File: config.mk
export PLATFORM = sky130hd
export DESIGN_NAME = gcd_arbiter
export DESIGN_NICKNAME = d
export VERILOG_FILES = /design/src/rtl/gcd_arbiter.sv
export SDC_FILE = /design/constraint.sdc
export NUM_CORES = 1
export LEC_CHECK = 0
export BUFFER_PORTS_ARGS = -buffer_cell sky130_fd_sc_hd__buf_2
export CAP_MARGIN = 10
export CORE_MARGIN = 2
export CORE_UTILIZATION = 29
export CTS_BUF_LIST = sky130_fd_sc_hd__clkbuf_4
export CTS_CLUSTER_DIAMETER = 60
export DETAILED_ROUTE_END_ITERATION = 6
export PLACE_DENSITY = 0.85
export SLEW_MARGIN = 20
export SYNTH_ARGS = -nofsm -noshare
export SYNTH_HDL_FRONTEND = slang
export SYNTH_SLANG_ARGS = --single-unit
File: constraint.sdc
create_clock -name clk -period 1.28 [get_ports clk]
set_input_delay 0.192 -clock clk [delete_from_list [all_inputs] [get_ports clk]]
set_output_delay 0.192 -clock clk [all_outputs]
set_load 0.05 [all_outputs]
File: src/rtl/gcd_arbiter.sv
// gcd_arbiter
//   Shares one four-phase GCD unit between two four-phase clients.
//   A transaction is two handshakes on the same request line: operand A,
//   then operand B with the result returned on the second acknowledge.
//   The grant is held for the whole transaction; ties between clients
//   are broken round-robin, with client 0 winning the first tie after reset.
//
// Ports
//   clk            rising-edge clock
//   reset          asynchronous, active-high reset
//   req0/req1      client requests (four-phase)
//   AB0/AB1        client operand buses (A first, then B)
//   ack0/ack1      client acknowledges (A accepted / result valid)
//   C0/C1          client results, non-zero only while the result is valid
//   gcd_req        request to the shared GCD unit
//   gcd_AB         operand to the shared GCD unit
//   gcd_ack        acknowledge from the shared GCD unit
//   gcd_C          result from the shared GCD unit (may float outside its result phase)
//   busy           a client currently holds the grant
//   grant          index of the granted client, meaningful while busy
module gcd_arbiter #(
  parameter int DATA_W = 16
) (
  input  logic              clk,
  input  logic              reset,
  input  logic              req0,
  input  logic [DATA_W-1:0] AB0,
  output logic              ack0,
  output logic [DATA_W-1:0] C0,
  input  logic              req1,
  input  logic [DATA_W-1:0] AB1,
  output logic              ack1,
  output logic [DATA_W-1:0] C1,
  output logic              gcd_req,
  output logic [DATA_W-1:0] gcd_AB,
  input  logic              gcd_ack,
  input  logic [DATA_W-1:0] gcd_C,
  output logic              busy,
  output logic              grant
);

  localparam logic [2:0] IDLE   = 3'd0;
  localparam logic [2:0] A_PH   = 3'd1;
  localparam logic [2:0] A_REL  = 3'd2;
  localparam logic [2:0] B_WAIT = 3'd3;
  localparam logic [2:0] B_PH   = 3'd4;
  localparam logic [2:0] DONE   = 3'd5;

  logic [2:0] state;
  logic [2:0] state_nxt;
  logic       grant_r;
  logic       grant_nxt;
  logic       last_r;
  logic       last_nxt;
  logic       req_g;

  // Request line of whichever client currently owns the GCD unit.
  assign req_g = grant_r ? req1 : req0;

  always_comb begin
    state_nxt = state;
    grant_nxt = grant_r;
    last_nxt  = last_r;
    case (state)
      IDLE: begin
        if (req0 || req1) begin
          state_nxt = A_PH;
          // On a tie the client that was not served last wins; otherwise
          // the single requester wins.
          if (req0 && req1) grant_nxt = ~last_r;
          else              grant_nxt = req1;
        end
      end
      A_PH:   if (gcd_ack)             state_nxt = A_REL;
      A_REL:  if (!req_g && !gcd_ack)  state_nxt = B_WAIT;
      B_WAIT: if (req_g)               state_nxt = B_PH;
      B_PH:   if (gcd_ack)             state_nxt = DONE;
      DONE: begin
        if (!req_g) begin
          state_nxt = IDLE;
          last_nxt  = grant_r;
        end
      end
      default: state_nxt = IDLE;
    endcase
  end

  always_ff @(posedge clk or posedge reset) begin
    if (reset) begin
      state   <= IDLE;
      grant_r <= 1'b0;
      last_r  <= 1'b1;
    end else begin
      state   <= state_nxt;
      grant_r <= grant_nxt;
      last_r  <= last_nxt;
    end
  end

  // Only legal transaction states count as busy, so a corrupted state
  // encoding never routes a client onto the GCD unit before it recovers.
  assign busy  = (state == A_PH) || (state == A_REL) || (state == B_WAIT) ||
                 (state == B_PH) || (state == DONE);
  assign grant = grant_r;

  // Pure combinational routing: no added latency on any handshake path.
  always_comb begin
    gcd_req = 1'b0;
    gcd_AB  = '0;
    ack0    = 1'b0;
    ack1    = 1'b0;
    C0      = '0;
    C1      = '0;
    if (busy) begin
      gcd_req = req_g;
      gcd_AB  = grant_r ? AB1 : AB0;
      if (grant_r) ack1 = gcd_ack;
      else         ack0 = gcd_ack;
      // The result bus is only trusted in the result phase; elsewhere the
      // GCD unit may leave it floating, so clients see zero instead.
      if ((state == DONE) && gcd_ack) begin
        if (grant_r) C1 = gcd_C;
        else         C0 = gcd_C;
      end
    end
  end

endmodule

==> results.txt, run 1 <==
The flow did not finish. The last stage reached is global routing. The tool reported: "[ERROR DPL-0038] Utilization greater than 100%, impossible to legalize". The post-place setup slack is -318 ps. The synthesized net count is about 160. Of all cell types, the one taking the most synthesized area is and2_1. The average footprint of a synthesized cell is 7.12 um^2. The fraction of registers with async set or reset after synthesis came out at 100%.

Summed over all nets, the half-perimeter wirelength after detailed placement is 2770 um. Ranked by total cell area, the synthesized netlist is headed by and2_1 (25%), mux2i_1 (22%), dfrtp_1 (13%). The total I/O pin count came out at ~110. The post-synthesis register bit count came out at 5.

In the synthesized netlist the dominant register cell turns out to be dfrtp_1. In this run the clock root is driven by a clkbuf_4. The worst endpoint type is an output port. Counting along the longest clock path gives a buffer depth of 2.

The floorplan has 18 rows. The post-synthesis instance total is roughly 110. The proportion of netlist area held by the largest area contributor is 25.3%. The routability congestion estimate is 0.857.

The starting utilization of the core area is 31.3%. CTS saw 5 sinks. For this run, the number of Yosys warnings is 0. In this run the vertical extent of the chip is between 50 and 60 um. The count of buffers from port buffering is 105. Of the synthesized area, sequential elements account for ~16%. Once global-route timing repair stopped, the endpoint with the least setup slack was C1[4]. Counting the buffers created by CTS gives 3. The synthesized netlist contains 26 unique library cells. In this run the horizontal extent of the chip is ~56 um. Entering global routing, the biggest net connects 17 pins. The cell area after technology mapping is ~790 um^2.

The number of H-tree branching levels is 1. The number of flops mapped to enable cells by yosys is 0.
cells in the mapped netlist, types with 2 or more instances:
library cell	instances
nor2_1	19
clkbuf_2	2
buf_2	4
mux2i_1	17
nor3_1	3
o21ai_0	3
dfrtp_1	4
nand2_1	4
inv_1	6
buf_4	2
and2_1	32
stage by stage:
step / TNS, ps / std cells / cell area (um^2)
after floorplan: -9270 / 111 / 1060
after global placement: -12460 / 258 / 1730
after detailed placement: -13990 / 258 / 1730
after CTS: -21480 / 275 / 2420
repair_timing:
item,4_1_cts
gates resized for setup,156
setup endpoints to repair,55
pin swaps,12
setup buffers,11
cloned,1
hold endpoints to repair,4
hold buffers,1
cells by family after synthesis:
| logic type | count (synthesis) | synth area share (%) |
|---|---|---|
| and+or+nand+nor | 63 | 42.4 |
| muxes | 18 | 22.9 |
| buffers and inverters | 14 | 8.54 |
| AOI/OAI and AO/OA | 11 | 10.1 |
| DFF | 5 | 16.0 |
==> inputs of run 2 (changes only) <==
- CORE_AREA: unset -> 2 2 63 65
- CORE_MARGIN: 2 -> unset
- CORE_UTILIZATION: 29 -> unset
- CTS_BUF_LIST: sky130_fd_sc_hd__clkbuf_4 -> unset
- CTS_CLUSTER_DIAMETER: 60 -> unset
- DIE_AREA: unset -> 0 0 65 67
- PLACE_DENSITY: 0.85 -> unset
- PLACE_DENSITY_LB_ADDON: unset -> 0.15
- clock period: 1.28 -> 1.65 ns (I/O delays scaled with it)
==> results.txt, run 2 <==
The flow ran to the end, but the final reports show violations. The checks that failed: setup timing. In the layout the commonest cells are buf_2 (53), buf_6 (38), buf_8 (18). In this run the worst path has a maximum fanout of 9. The cell leakage power came out at 0.00112 uW. The largest net degree at the start of global routing is 17. The count of cell types in the netlist came out at 26. Summed over all instances, the cell type with the most area after synthesis is and2_1. The worst setup path is of the flip-flop to primary output kind. The warning count from the yosys run came out at 0.

The routability congestion estimate came out at 0.667. The count of buffers from port buffering is around 110. The smallest hold slack came out at roughly 330 ps. The detailed placement HPWL came out at 2380 um. For this block, the routed nets add up to 3750 um of wire. In the post-synthesis netlist, the cell with the most instances is and2_1.

For hold timing, the worst endpoint is grant$_DFFE_PP0P_. The violation count after the first detailed-routing iteration came out at 31. Synthesis inferred 5 register bits. The post-route cell area came out at 2230 um^2. The worst-skew pair later-pin latency came out at 220 ps. Max-cap violations in this run came to 0. The number of detailed-routing iterations run before antenna repair is 4. The worst register-to-register path ends at state[0]$_DFFE_PP0P_. The detail-routed net length per standard cell is 13.3 um. TritonCTS built the clock tree. The floorplan core area is 3610 um^2. The first global-routing pass estimated 5690 um of wire.

The total met3 wirelength after detailed routing came out at 291 um. The most instantiated flip-flop cell in the synthesis netlist is dfrtp_1. Counting instances in the post-synthesis netlist gives the leading cell types as and2_1 (32), nor2_1 (19), mux2i_1 (17), inv_1 (6). For this run, the share of the core covered by cells in the final layout is 61.8%. The actual transition at the worst max-transition pin is 358 ps. The maximum clock frequency came out at 568 MHz. After detailed routing, the wire length on met1 is 1320 um. More flip-flops sit in one register than any other, and that register is state. Setup violations remaining at the end of the flow were counted as 52. The area of the die came out at 4360 um^2. The average via count per standard cell came out at 4.41.

The worst setup path is captured at a primary output. The post-synthesis sequential area ratio came out at 16.0%. Ranked by total cell area, the synthesized netlist is headed by and2_1 (25%), mux2i_1 (22%), dfrtp_1 (13%). The floorplan step set the die height to ~67 um. The post-synthesis instance total is 111. The slack of the critical path is -111 ps.

The number of antenna diodes in the final layout is 0. The initial antenna violation count was 0. The placement row count came out at 22. Across the VDD grid, the largest voltage drop is between 1 and 1.5 mV. Summed over all failing endpoints, the final setup total negative slack is -4630 ps. The floorplan step set the die width to 65 um. The number of design rule violations left after detail routing is 0. Across every metal layer, demand over resource in global routing totals 16.7%. The library cell used most frequently in the layout, excluding fill and tap cells, is buf_2. about 110 I/O pins were placed. The root buffer cell chosen for the clock tree is clkbuf_8. The area growth from synthesis to layout is 182%.

In this run the top signal layer used is met4. The fraction of registers with async set or reset after synthesis came out at 100%. The starting utilization of the core area is a little over a fifth. In this run the number of H-tree levels came out at 1.

Buffers inserted during clock tree synthesis total 3. The placed instances occupy a cell area of 1570 um^2. The critical path launch point type is a flip-flop.

The cell area after technology mapping is 791 um^2. The proportion of netlist area held by the largest area contributor came out at 25.3%. The via count of the first global-routing pass is 1247. Setup repair after global routing could not meet its margin everywhere. The clock-pin slew of the registers on the worst-case setup and hold paths is 30 ps.

The class of the worst hold path is primary input to flip-flop. The required time reported for the critical path endpoint is 1400 ps. The worst hold path begins at req1. Counting every sink on the clock net gives 5.

The routed layout has about 1.2k vias. The routed length on met2 came out at 2110 um. At the placement stage, the worst setup path has a slack of between 20 and 25 ps. The total power density per cell area is 2000 nW/um^2. The antenna violation net count after detailed routing came out at 0. The flip-flop count of the largest register, all copies and words added came out at 3. The worst pin sits at a relative slew slack of 76.1%. The final layout contains 288 nets. The part of the cycle the worst path needs is 107%. After global routing the overflow that remains totals 0. The total count of max-transition violations in the final report came out at 0. The ratio of cells with drive above 1 in the final layout came out at around 78%. The hold-critical path depth is 2. The count of final hold-check violations came to 0. The startpoint identified for the worst register-to-register timing path is grant$_DFFE_PP0P_.

The clock skew after layout is 2.20 ps. The final critical delay including setup and external delays is 1760 ps. Setup slack on the worst reg-to-reg path comes out at 190 ps. Measured in cells, the most critical reg-to-reg path has a length of 3. The average footprint of a synthesized cell came out at 7.12 um^2.

The deepest clock path buffer count is 2. The synthesized net count came out at 164. The data arrival time of the critical path is 1510 ps. The number of flops mapped to enable cells by yosys came out at 0.
run 2: cell counts after synthesis:
No cell type changed its count.
run 2: logic make-up (layout without fill, tap and decap cells):
group / count (synthesis) / after routing / synth area share [%]
AND/OR/NAND/NOR: 63 / 63 / 42.4
multiplexers: 18 / 18 / 22.9
buffers and inverters: 14 / 137 / 8.54
AO/OA/AOI/OAI: 11 / 11 / 10.1
flip-flops: 5 / 5 / 16.0
run 2: layer usage:
layer  GRT usage [%]  vias up
met5               0        -
met4            5.59        0
met3            3.21        4
met2            33.8       56
met1            16.7      569
li1                -      616
run 2: layout make-up:
type,instances,area [um^2]
fillers,324,1380
multi-input cells,92,801
flip-flops and latches,5,131
well taps,48,60.1
inverters,6,22.5
repair buffers,127,1170
clock buffers,4,45.0
run 2: worst max-delay path: stages, from the launching register on:
cell and delay, ps:
dfrtp_2 430, nand4b_1 230, nor2_2 180, buf_6 140, and2_1 140, buf_6 160
run 2: where the power goes:
| part | total (uW) | internal, uW | switching (uW) |
|---|---|---|---|
| registers | 274 | 190 | 84.0 |
| clock network | 225 | 166 | 59.5 |
| logic | 3970 | 1720 | 2250 |
run 2: stage by stage:
stage | power, uW | std cells
final | 4470 | 282
after global routing | 4670 | 282
after CTS | 3980 | 279
after detailed placement | 3060 | 269
after global placement | 3060 | 269
after floorplan | 2410 | 111
run 2: worst max-delay path by stage:
stage | cells past startpoint | to | from
final | 5 | C0[1] | state[1]$_DFFE_PP0P_
after global routing | 5 | C0[4] | state[1]$_DFFE_PP0P_
after global placement | 5 | gcd_AB[4] | state[1]$_DFFE_PP0P_
after CTS | 5 | C0[1] | state[1]$_DFFE_PP0P_
after floorplan | 3 | ack0 | grant$_DFFE_PP0P_
after detailed placement | 5 | C0[14] | state[1]$_DFFE_PP0P_
run 2: timing repair:
action / in CTS / in global routing
pin swaps: 11 / 8
gates cloned: 1 / 2
hold buffers: 1 / 0
hold endpoints to repair: 4 / 0
setup buffers: 4 / 1
setup endpoints to repair: 52 / 52
resized for setup: 129 / 25
(Power assumes the default switching activity.)
